### config.mk
export PLATFORM = sky130hd
export DESIGN_NAME = ifetch
export DESIGN_NICKNAME = d
export VERILOG_FILES = /design/src/rtl/ifetch.sv
export SDC_FILE = /design/constraint.sdc
export NUM_CORES = 1
export LEC_CHECK = 0
export ABC_AREA = 1
export CORE_MARGIN = 4
export CORE_UTILIZATION = 57
export DETAILED_ROUTE_END_ITERATION = 10
export GPL_ROUTABILITY_DRIVEN = 0
export PLACE_DENSITY = 0.8
export SLEW_MARGIN = 40
export SYNTH_ARGS = -nofsm -noshare
export SYNTH_HDL_FRONTEND = slang
export SYNTH_SLANG_ARGS = --single-unit
### constraint.sdc
create_clock -name clk -period 12.5 [get_ports clk]
set_input_delay 1.875 -clock clk [delete_from_list [all_inputs] [get_ports clk]]
set_output_delay 1.875 -clock clk [all_outputs]
set_load 0.01 [all_outputs]
### src/rtl/ifetch.sv
// Instruction fetch: in-order request/response fetcher with a small
// instruction buffer, redirect flushing and drop counting of stale responses.
module ifetch #(
    parameter logic [31:0] RESET_PC = 32'h0000_0000,
    parameter int          DEPTH    = 4
) (
    input  logic        clk,
    input  logic        reset,
    output logic        imem_req,
    output logic [31:0] imem_addr,
    input  logic        imem_gnt,
    input  logic        imem_rvalid,
    input  logic [31:0] imem_rdata,
    input  logic        redirect,
    input  logic [31:0] redirect_pc,
    output logic        inst_valid,
    output logic [31:0] inst,
    output logic [31:0] inst_pc,
    input  logic        inst_ready
);
    localparam int              PW      = $clog2(DEPTH);
    localparam logic [PW-1:0]   LAST    = PW'(DEPTH - 1);
    localparam logic [4:0]      DEPTH_W = 5'(DEPTH);

    function automatic logic [PW-1:0] ptr_inc(input logic [PW-1:0] p);
        return (p == LAST) ? '0 : p + 1'b1;
    endfunction

    logic [31:2]   fetch_pc_q, fetch_pc_d;
    logic [31:2]   resp_pc_q, resp_pc_d;
    logic [3:0]    cnt_q, cnt_d;
    logic [3:0]    outst_q, outst_d;
    logic [3:0]    drop_q, drop_d;
    logic [PW-1:0] rd_q, rd_d;
    logic [PW-1:0] wr_q, wr_d;
    logic [31:0]   pc_q   [DEPTH];
    logic [31:0]   word_q [DEPTH];

    logic       pop, fire, push;
    logic [4:0] inflight;
    logic       unused_bits;

    assign unused_bits = ^redirect_pc[1:0];

    assign inst_valid = (cnt_q != 4'd0);
    assign inst       = word_q[rd_q];
    assign inst_pc    = pc_q[rd_q];
    assign imem_addr  = {fetch_pc_q, 2'b00};

    assign pop  = inst_valid && inst_ready;
    assign fire = imem_req && imem_gnt;
    assign push = imem_rvalid && (drop_q == 4'd0) && !redirect;

    // Buffer slots are reserved at request time, so the buffer never overflows.
    assign inflight = {1'b0, cnt_q} + {1'b0, outst_q} - {4'b0, pop};
    assign imem_req = !reset && !redirect && (inflight < DEPTH_W);

    always_comb begin
        fetch_pc_d = fetch_pc_q;
        resp_pc_d  = resp_pc_q;
        cnt_d      = cnt_q;
        rd_d       = rd_q;
        wr_d       = wr_q;
        drop_d     = drop_q;
        outst_d    = outst_q + {3'b0, fire} - {3'b0, imem_rvalid};
        if (fire)
            fetch_pc_d = fetch_pc_q + 30'd1;
        if (redirect) begin
            fetch_pc_d = redirect_pc[31:2];
            resp_pc_d  = redirect_pc[31:2];
            cnt_d      = 4'd0;
            rd_d       = '0;
            wr_d       = '0;
            drop_d     = outst_d;
        end else begin
            if (imem_rvalid && drop_q != 4'd0)
                drop_d = drop_q - 4'd1;
            if (push) begin
                wr_d      = ptr_inc(wr_q);
                resp_pc_d = resp_pc_q + 30'd1;
            end
            if (pop)
                rd_d = ptr_inc(rd_q);
            cnt_d = cnt_q + {3'b0, push} - {3'b0, pop};
        end
    end

    always_ff @(posedge clk or posedge reset) begin
        if (reset) begin
            fetch_pc_q <= RESET_PC[31:2];
            resp_pc_q  <= RESET_PC[31:2];
            cnt_q      <= 4'd0;
            outst_q    <= 4'd0;
            drop_q     <= 4'd0;
            rd_q       <= '0;
            wr_q       <= '0;
            for (int i = 0; i < DEPTH; i++) begin
                pc_q[i]   <= 32'd0;
                word_q[i] <= 32'd0;
            end
        end else begin
            fetch_pc_q <= fetch_pc_d;
            resp_pc_q  <= resp_pc_d;
            cnt_q      <= cnt_d;
            outst_q    <= outst_d;
            drop_q     <= drop_d;
            rd_q       <= rd_d;
            wr_q       <= wr_d;
            if (push) begin
                pc_q[wr_q]   <= {resp_pc_q, 2'b00};
                word_q[wr_q] <= imem_rdata;
            end
        end
    end
endmodule

# --- Word-level counts from Yosys, hierarchy flattened ---
# Index checks and enable logic that the tools add are counted.
# Widths: inputs -> output; s select.
op_classes:
  n_addsub: 11
  order_cmp: 4
  n_eq_ne: 2
  mux: 23
  bitwise_logic: 2
  n_reduce_logical: 17
ops:
  columns: ["cell", "count"]
  rows:
  - ["$bwmux 128", 2]
  - ["$mux 32", 5]
  - ["$bmux 32 s2", 2]
  - ["$mux 30", 4]
  - ["$demux 32 s2", 1]
  - ["$add 30x1->30 const B", 2]
  - ["$mux 2", 6]
  - ["$mux 4", 3]
  - ["$add 4x1->4", 2]
  - ["$logic_and 1x1->1", 8]
  - ["$reduce_bool 2->1", 4]
  - ["$reduce_bool 4->1", 2]
  - ["$sub 4x1->4", 2]
  - ["$ge 3x3->1 const B", 2]
  - ["$not 2->3", 2]
  - ["$add 4x4->5", 1]
  - ["$lt 5x3->1 const B", 1]
  - ["$sub 5x1->5", 1]
  - ["$add 2x1->2 const B", 2]
  - ["$eq 2x2->1 const B", 2]
  - ["$logic_not 4->1", 1]
  - ["$sub 4x1->4 const B", 1]
  - ["$lt 3x1->1 const B", 1]
  - ["$logic_not 1->1", 2]
totals:
  reg_bits: 332
  output_inout_bits: 98
  word_cells: 74

# --- Depth between registers and ports, before layout ---
# Gate-level depths: netlist (run 1).
depth:
  depth_word: 9
  mapped_depth: 25

# --- Least setup slack after synthesis (run 1) ---
# Ideal clock, no wire load.
synth_path:
  path_type: "input -> output"
  from: "in inst_ready"
  to: "out imem_req"
  arrival_time_ns: 3.020
  required_ns: 10.625
  setup_slack_ns: 7.605
  path_stages: 13
  path_cell_list: "nand2_2 > inv_1 > nand2_1 > ha_1 > nand2_1 > inv_1 > nand3_1 > nand2_1 > nand2_1 > nand2_1 > nand2_1 > nor2_4 > and2_1"
synth_between:
  elab_chain_len: 4
synth_lines:
  columns: ["item", "line", "source"]
  rows:
  - ["from (decl)", "19", "input logic inst_ready"]
  - ["$logic_and 1x1->1", "50", "assign pop = inst_valid && inst_ready;"]
  - ["$sub 5x1->5", "55", "assign inflight = {1'b0, cnt_q} + {1'b0, outst_q} - {4'b0, pop};"]
  - ["$lt 5x3->1", "56", "assign imem_req = !reset && !redirect && (inflight < DEPTH_W);"]
  - ["$logic_and 1x1->1", "56", null]
  - ["to (decl)", "9", "output logic imem_req,"]
# No other way between the ends.

# --- Worst setup path after layout (run 1) ---
# Ends and elaborated chain as after synthesis.

==> results of run 1 <==
cells by family after synthesis:
family | Yosys count | synth area share (%)
simple gates | 829 | 21.7
xor+xnor | 29 | 1.59
fa+ha+maj | 25 | 2.05
other cells | 1 | 0.0234
buf+inv | 260 | 6.80
flops | 324 | 50.7
compound gates | 517 | 17.2
metal layers:
metal  GRT usage [%]  vias to the layer above
met1            37.4                     6834
li1                -                     6758
met2            44.3                      617
met4            8.22                        0
met5               0                        -
met3            4.24                       85
synthesized netlist by cell type (all sizes together) (13+ instances only):
master,instances
nand2,514
o21ai,409
dfrtp,324
nor2,182
inv,137
clkbuf,75
nand3,72
o22ai,65
buf,46
nor3,31
ha,23
xor2,22
nand4,14
a21oi,13
worst reg2reg max path, delay by kind of cell (launching register included):
kind / cells / cell delay, ns
AO/OA/AOI/OAI: 2 / 0.30
AND/OR/NAND/NOR: 11 / 1.14
adder cells (fa/ha/maj): 5 / 1.45
flip-flops: 1 / 0.33
buffers and inverters: 5 / 0.35
XOR/XNOR: 1 / 0.18
state kept, by name, summed over array words and instances (netlist names):
signal,cells
resp_pc_q,30
word_q,128
fetch_pc_q,30
pc_q,120
cnt_q,4
wr_q,2
outst_q,4
drop_q,4
rd_q,2
through the flow:
step | hold WS [ns] | setup WS [ns]
after floorplan | 0.448 | 1.66
after global placement | 0.462 | 6.46
after detailed placement | 0.468 | 6.44
after CTS | 0.483 | 6.42
after global routing | 0.498 | 6.19
final | 0.482 | 6.42
power groups by stage:
stage                     Sequential (W)  Combinational [W]  Clock (W)
after floorplan                  0.00136           0.000846          0
after global placement           0.00140            0.00136          0
after detailed placement         0.00140            0.00140          0
after CTS                        0.00139            0.00141    0.00103
after global routing             0.00142            0.00157    0.00108
final                            0.00140            0.00141    0.00102
final cells by class:
| type | count | area [sq um] |
|---|---|---|
| multi-input cells | 1404 | 6830 |
| inverters | 139 | 536 |
| repair buffers | 174 | 1740 |
| clock inverters | 7 | 60.1 |
| well taps | 378 | 473 |
| fillers | 2219 | 8880 |
| flip-flops and latches | 324 | 8110 |
| clock buffers | 54 | 1070 |
worst max-delay path by stage:
stage | end | depth (start not counted)
after floorplan | cnt_q[0] | 1
after global placement | imem_req | 15
after detailed placement | imem_req | 15
after CTS | imem_req | 15
after global routing | imem_req | 15
final | imem_req | 15
==> impl_metrics.yaml, run 1 <==
pwr:
  peakVddDrop_mv: 0.143
  netSwitchingPower_w: 0.00136
  p_int_w: 0.00246
  pwr-share-seq_pct: 36.5
  power_per_cell_area_nw_per_um2: 203
  swShare_pct: 35.5
  p_comb_share_pct: 36.9
  pwr-share-clk_pct: 26.6
  p_leak_nw: 8.78
  power.total_w: 0.00382
grt:
  grtUsageTotal_pct: 26.9
  grt_pass1_wl_mm: 69.1
  grt_antenna_before_repair: 0
  grt_max_degree: 142
  gr-total-overflow: 0
  first_global_vias: 13718
cells_and_area:
  fin_util_pct: 68.0
  final_common_cell: "nand2_1"
  layout.cells.non_filler: 2480
  drive_gt1_share_pct: 5.00
  final_area_sq_um: 18800
  area_growth_pct: 17.7
  final_cell_mix: "nand2_1 (503), dfrtp_1 (322), o21ai_0 (232)"
  nets: 2174
  diodes: 0
clocking:
  post_cts_buffers: 0
  numCtsBuffers: 36
  clk_path_buf_depth: 3
  cts-root-buf: "clkbuf_16"
  clkTransAtPathRegs_ns: 0.06
  cts_sinks: 324
  cts_hold_buf: 0
  clock_latency_ns: 0.51
  cts_tree: "built"
  post_cts_resize_count: 0
  h-tree-depth: 2
place:
  dp.final_hpwl_mm: 25.9
  portBuffers: 161
  postPlaceCellArea_sq_um: 17700
  placed_cells: 2419
sta:
  fin_crit_sh_pct: 48.6
  drv_slew: 0
  worst_slew_pin_slew_ns: 0.811
  setup_tns_ns: 0
  finalSetupViolCount: 0
  slew_headroom_pct: 45.9
  max_freq_ghz: 0.164
  fin_worst_skew_ns: 0.0119
  rsz0062_at_grt: "false"
  fin_crit_ns: 6.08
  hold_viol: 0
routing:
  vias: 14294
  drt_iter0_markers: 1480
  drc_errors: 0
  top_layer_used: "met4"
  wl_met3_mm: 2.96
  wl_mm: 42.2
  drtAntennaViolNets: 0
  wl_met2_mm: 20.2
  detail_route.first_pass.iterations: 6
  via_per_inst: 5.76
  wl_per_cell_microns: 17.0
  wl_met1_mm: 17.8
floorplan:
  pin_count: 168
  coreArea_sq_um: 27700
  start_util_pct: 57.7
  dieArea_sq_um: 30800
  die_y_microns: 175
  die_w_microns: 175
  rows: 61
worst_setup_path:
  reg2reg_from: "cnt_q[2]"
  setup.worst_path.class: "in2out"
  setup.worst_path.start_class: "input pin"
  critPathRequiredTime_ns: 10.62
  crit_start: "inst_ready"
  crit_family: "buffers and inverters"
  r2r_end: "drop_q[2]"
  worstPathCellList: "clkdlybuf4s50_1 > nand2_2 > inv_1 > nand2_1 > ha_1 > nand2_1 > inv_1 > nand3_1 > nand2_1 > nand2_1 > nand2_1 > nand2_1 > nor2_4 > and2_1 > clkdlybuf4s50_1"
  crit_top_cell: "nand2_1"
  cpMaxStageDelayCell: "clkdlybuf4s50_1"
  r2r_slack_ns: 8.65
  crit_path_end_kind: "output pin"
  cp_max_fo: 4
  max_stage_delay_ns: 0.53
  timing.critical_path.buf_inv: 4
  r2r_cells: 24
  cp.arrival_ns: 4.20
synthesis:
  synthArstFlopShare_pct: 100
  synth_cells: 1985
  synth_ff_type: "dfrtp_1"
  synth.distinct_cells: 47
  seq_area_frac_synth_pct: 50.7
  synth-seq-cells: 324
  synth_area_per_cell_sq_um: 8.06
  synth_edf_count: 0
  netlist_area_sq_um: 16000
  synthTopCellsByArea: "dfrtp_1 (51%), nand2_1 (12%), o21ai_0 (7.3%)"
  yosys_warnings: 0
  synth_top_area_share_pct: 50.7
  synth_top_area_cell: "dfrtp_1"
worst_hold_path:
  min_path_type: "reg2reg"
  hold_depth: 2
  min_to: "word_q[57]"
  holdCritStartpoint: "word_q[57]"
status:
  status: "completed"
run:
  drv_cap: 0
No activity file was read; power rests on OpenSTA's default activity.
==> run 2: changes to the inputs <==
--- a/config.mk
+++ b/config.mk
@@ -7,10 +7,10 @@
 export LEC_CHECK = 0
 export ABC_AREA = 1
 export CORE_MARGIN = 4
-export CORE_UTILIZATION = 57
+export CORE_UTILIZATION = 52
 export DETAILED_ROUTE_END_ITERATION = 10
 export GPL_ROUTABILITY_DRIVEN = 0
-export PLACE_DENSITY = 0.8
+export PLACE_DENSITY = 0.77
 export SLEW_MARGIN = 40
 export SYNTH_ARGS = -nofsm -noshare
 export SYNTH_HDL_FRONTEND = slang
==> constraint.sdc (replaced) <==
create_clock -name clk -period 5.05 [get_ports clk]
set_input_delay 0.7575 -clock clk [delete_from_list [all_inputs] [get_ports clk]]
set_output_delay 0.7575 -clock clk [all_outputs]
set_load 0.01 [all_outputs]
==> impl_metrics.yaml, run 2 (synthesis gave the netlist of run 1 again) <==
status:
  status: "completed"
place:
  dp.final_hpwl_mm: 26.7
  dpl_worst_slack_ns: 0.746
  portBuffers: 161
cells_and_area:
  regMostFlops: "word_q"
  largestRegisters: "word_q (128), pc_q (120)"
  final_cell_mix: "nand2_1 (504), dfrtp_1 (322), o21ai_0 (232)"
  multi_input_area_sq_um: 6860
  fillCellCount: 2568
  diodes: 0
  final_common_cell: "nand2_1"
  fin_util_pct: 63.3
  nets: 2180
  largest_reg_flops: 128
  area_growth_pct: 18.7
  seqCellArea_sq_um: 8110
  drive_gt1_share_pct: 5.41
worst_setup_path:
  cp.arrival_ns: 3.08
  critPathRequiredTime_ns: 4.29
  r2r_cells: 24
  crit_path_end_kind: "output pin"
  crit_start: "inst_ready"
  setup.worst_path.start_class: "input pin"
  setup.worst_path.class: "in2out"
  r2r_end: "drop_q[2]"
  cp_max_fo: 4
  r2r_slack_ns: 1.33
  reg2reg_from: "cnt_q[2]"
  crit_end: "imem_req"
floorplan:
  coreArea_sq_um: 30000
  start_util_pct: 53.4
  rows: 63
  die_y_microns: 183
  pin_count: 168
  die_w_microns: 183
  dieArea_sq_um: 33600
pwr:
  peakVddDrop_mv: 0.269
  p_leak_nw: 8.78
  power_per_cell_area_nw_per_um2: 503
routing:
  wl_mm: 41.9
  vias: 14198
  detail_route.first_pass.iterations: 6
  via_per_inst: 5.68
  drc_errors: 0
  wl_per_cell_microns: 16.8
  drt_iter0_markers: 1239
  drtAntennaViolNets: 0
sta:
  max_freq_ghz: 0.261
  fin_worst_skew_ns: 0.0151
  slew_headroom_pct: 48.5
  fin_crit_ns: 3.84
  rsz0062_at_grt: "false"
  drv_slew: 0
  hold_viol: 0
  finalSetupViolCount: 0
  setup_ws_ns: 1.21
  worst_slew_pin_slew_ns: 0.773
  fin_crit_sh_pct: 76.0
clocking:
  cts_tree: "built"
  cts-root-buf: "clkbuf_16"
  post_cts_buffers: 0
  cts_sinks: 324
  clkTransAtPathRegs_ns: 0.06
  post_cts_resize_count: 0
  h-tree-depth: 2
  clk_path_buf_depth: 3
  clock_latency_ns: 0.52
  cts_hold_buf: 0
  numCtsBuffers: 35
grt:
  grt_pass1_wl_mm: 68.9
  gr-total-overflow: 0
  grt_max_degree: 115
  grtUsageTotal_pct: 24.5
  grt_antenna_before_repair: 0
  first_global_vias: 13655
worst_hold_path:
  min_path_type: "reg2reg"
run:
  drv_cap: 0
[run 2: cell count changes in the layout (fill, tap and decap cells not counted), moves of 2 or more]
cell / previous run / this run
buf_12: 1 / 3
nand2_4: 6 / 3
clkbuf_16: 37 / 35
clkbuf_1: 9 / 4
bufinv_16: 1 / 4
clkinvlp_4: 0 / 2
inv_6: 0 / 3
buf_4: 9 / 15
buf_6: 2 / 0
nand2_8: 0 / 3
[run 2: power breakdown]
part	leakage, nW	switching, W	internal [W]	total, W
sequential	4.33	0.000390	0.00306	0.00345
clock	0.577	0.00104	0.00157	0.00261
combinational	3.88	0.00194	0.00155	0.00350
total	8.78	0.00337	0.00618	0.00955
[run 2: stage by stage]
stage	TNS [ns]	total power, W	area (sq um)	hold slack [ns]	instances
after floorplan	-9.80	0.00547	16000	0.448	1988
after global placement	0	0.00686	17700	0.462	2437
after detailed placement	0	0.00696	17800	0.468	2438
after CTS	0	0.00958	19000	0.483	2498
after global routing	0	0.0101	19000	0.501	2498
final	0	0.00955	19000	0.480	2498
[run 2: worst max-delay path, cell delays in order]
cell and delay [ns]:
clkdlybuf4s50_1 0.51, nand2_2 0.09, inv_1 0.09, nand2_1 0.08, ha_1 0.30, nand2_1 0.06, inv_1 0.05, nand3_1 0.09
nand2_1 0.09, nand2_1 0.05, nand2_1 0.05, nand2_1 0.07, nor2_4 0.11, and2_1 0.14, clkdlybuf4s50_1 0.54
[run 2: per-layer routing]
layer	wire (microns)	up-vias	global-route usage, %
met5	0	-	0
met4	1110	0	7.27
met3	2820	79	3.83
met2	19300	523	39.7
met1	18700	6818	34.5
li1	-	6778	-
[run 2: worst min path at each step]
stage          slack [ns]    endpoint       start  cells after the start
6_report             0.48  word_q[58]  word_q[58]                      2
3_5_place_dp         0.47  word_q[58]  word_q[58]                      2
2_1_floorplan        0.45  word_q[57]  word_q[57]                      2
4_1_cts              0.48    pc_q[75]    pc_q[75]                      2
5_1_grt              0.50    pc_q[75]    pc_q[75]                      2
3_3_place_gp         0.46  word_q[58]  word_q[58]                      2
[run 2: final cells by class]
type | instances | share of cell area, %
multi-input combinational | 1404 | 36.2
sequential | 324 | 42.8
clock inverter | 15 | 1.02
timing repair buffer | 181 | 9.59
inverter | 139 | 2.78
tap | 390 | 2.57
clock buffer | 45 | 5.13
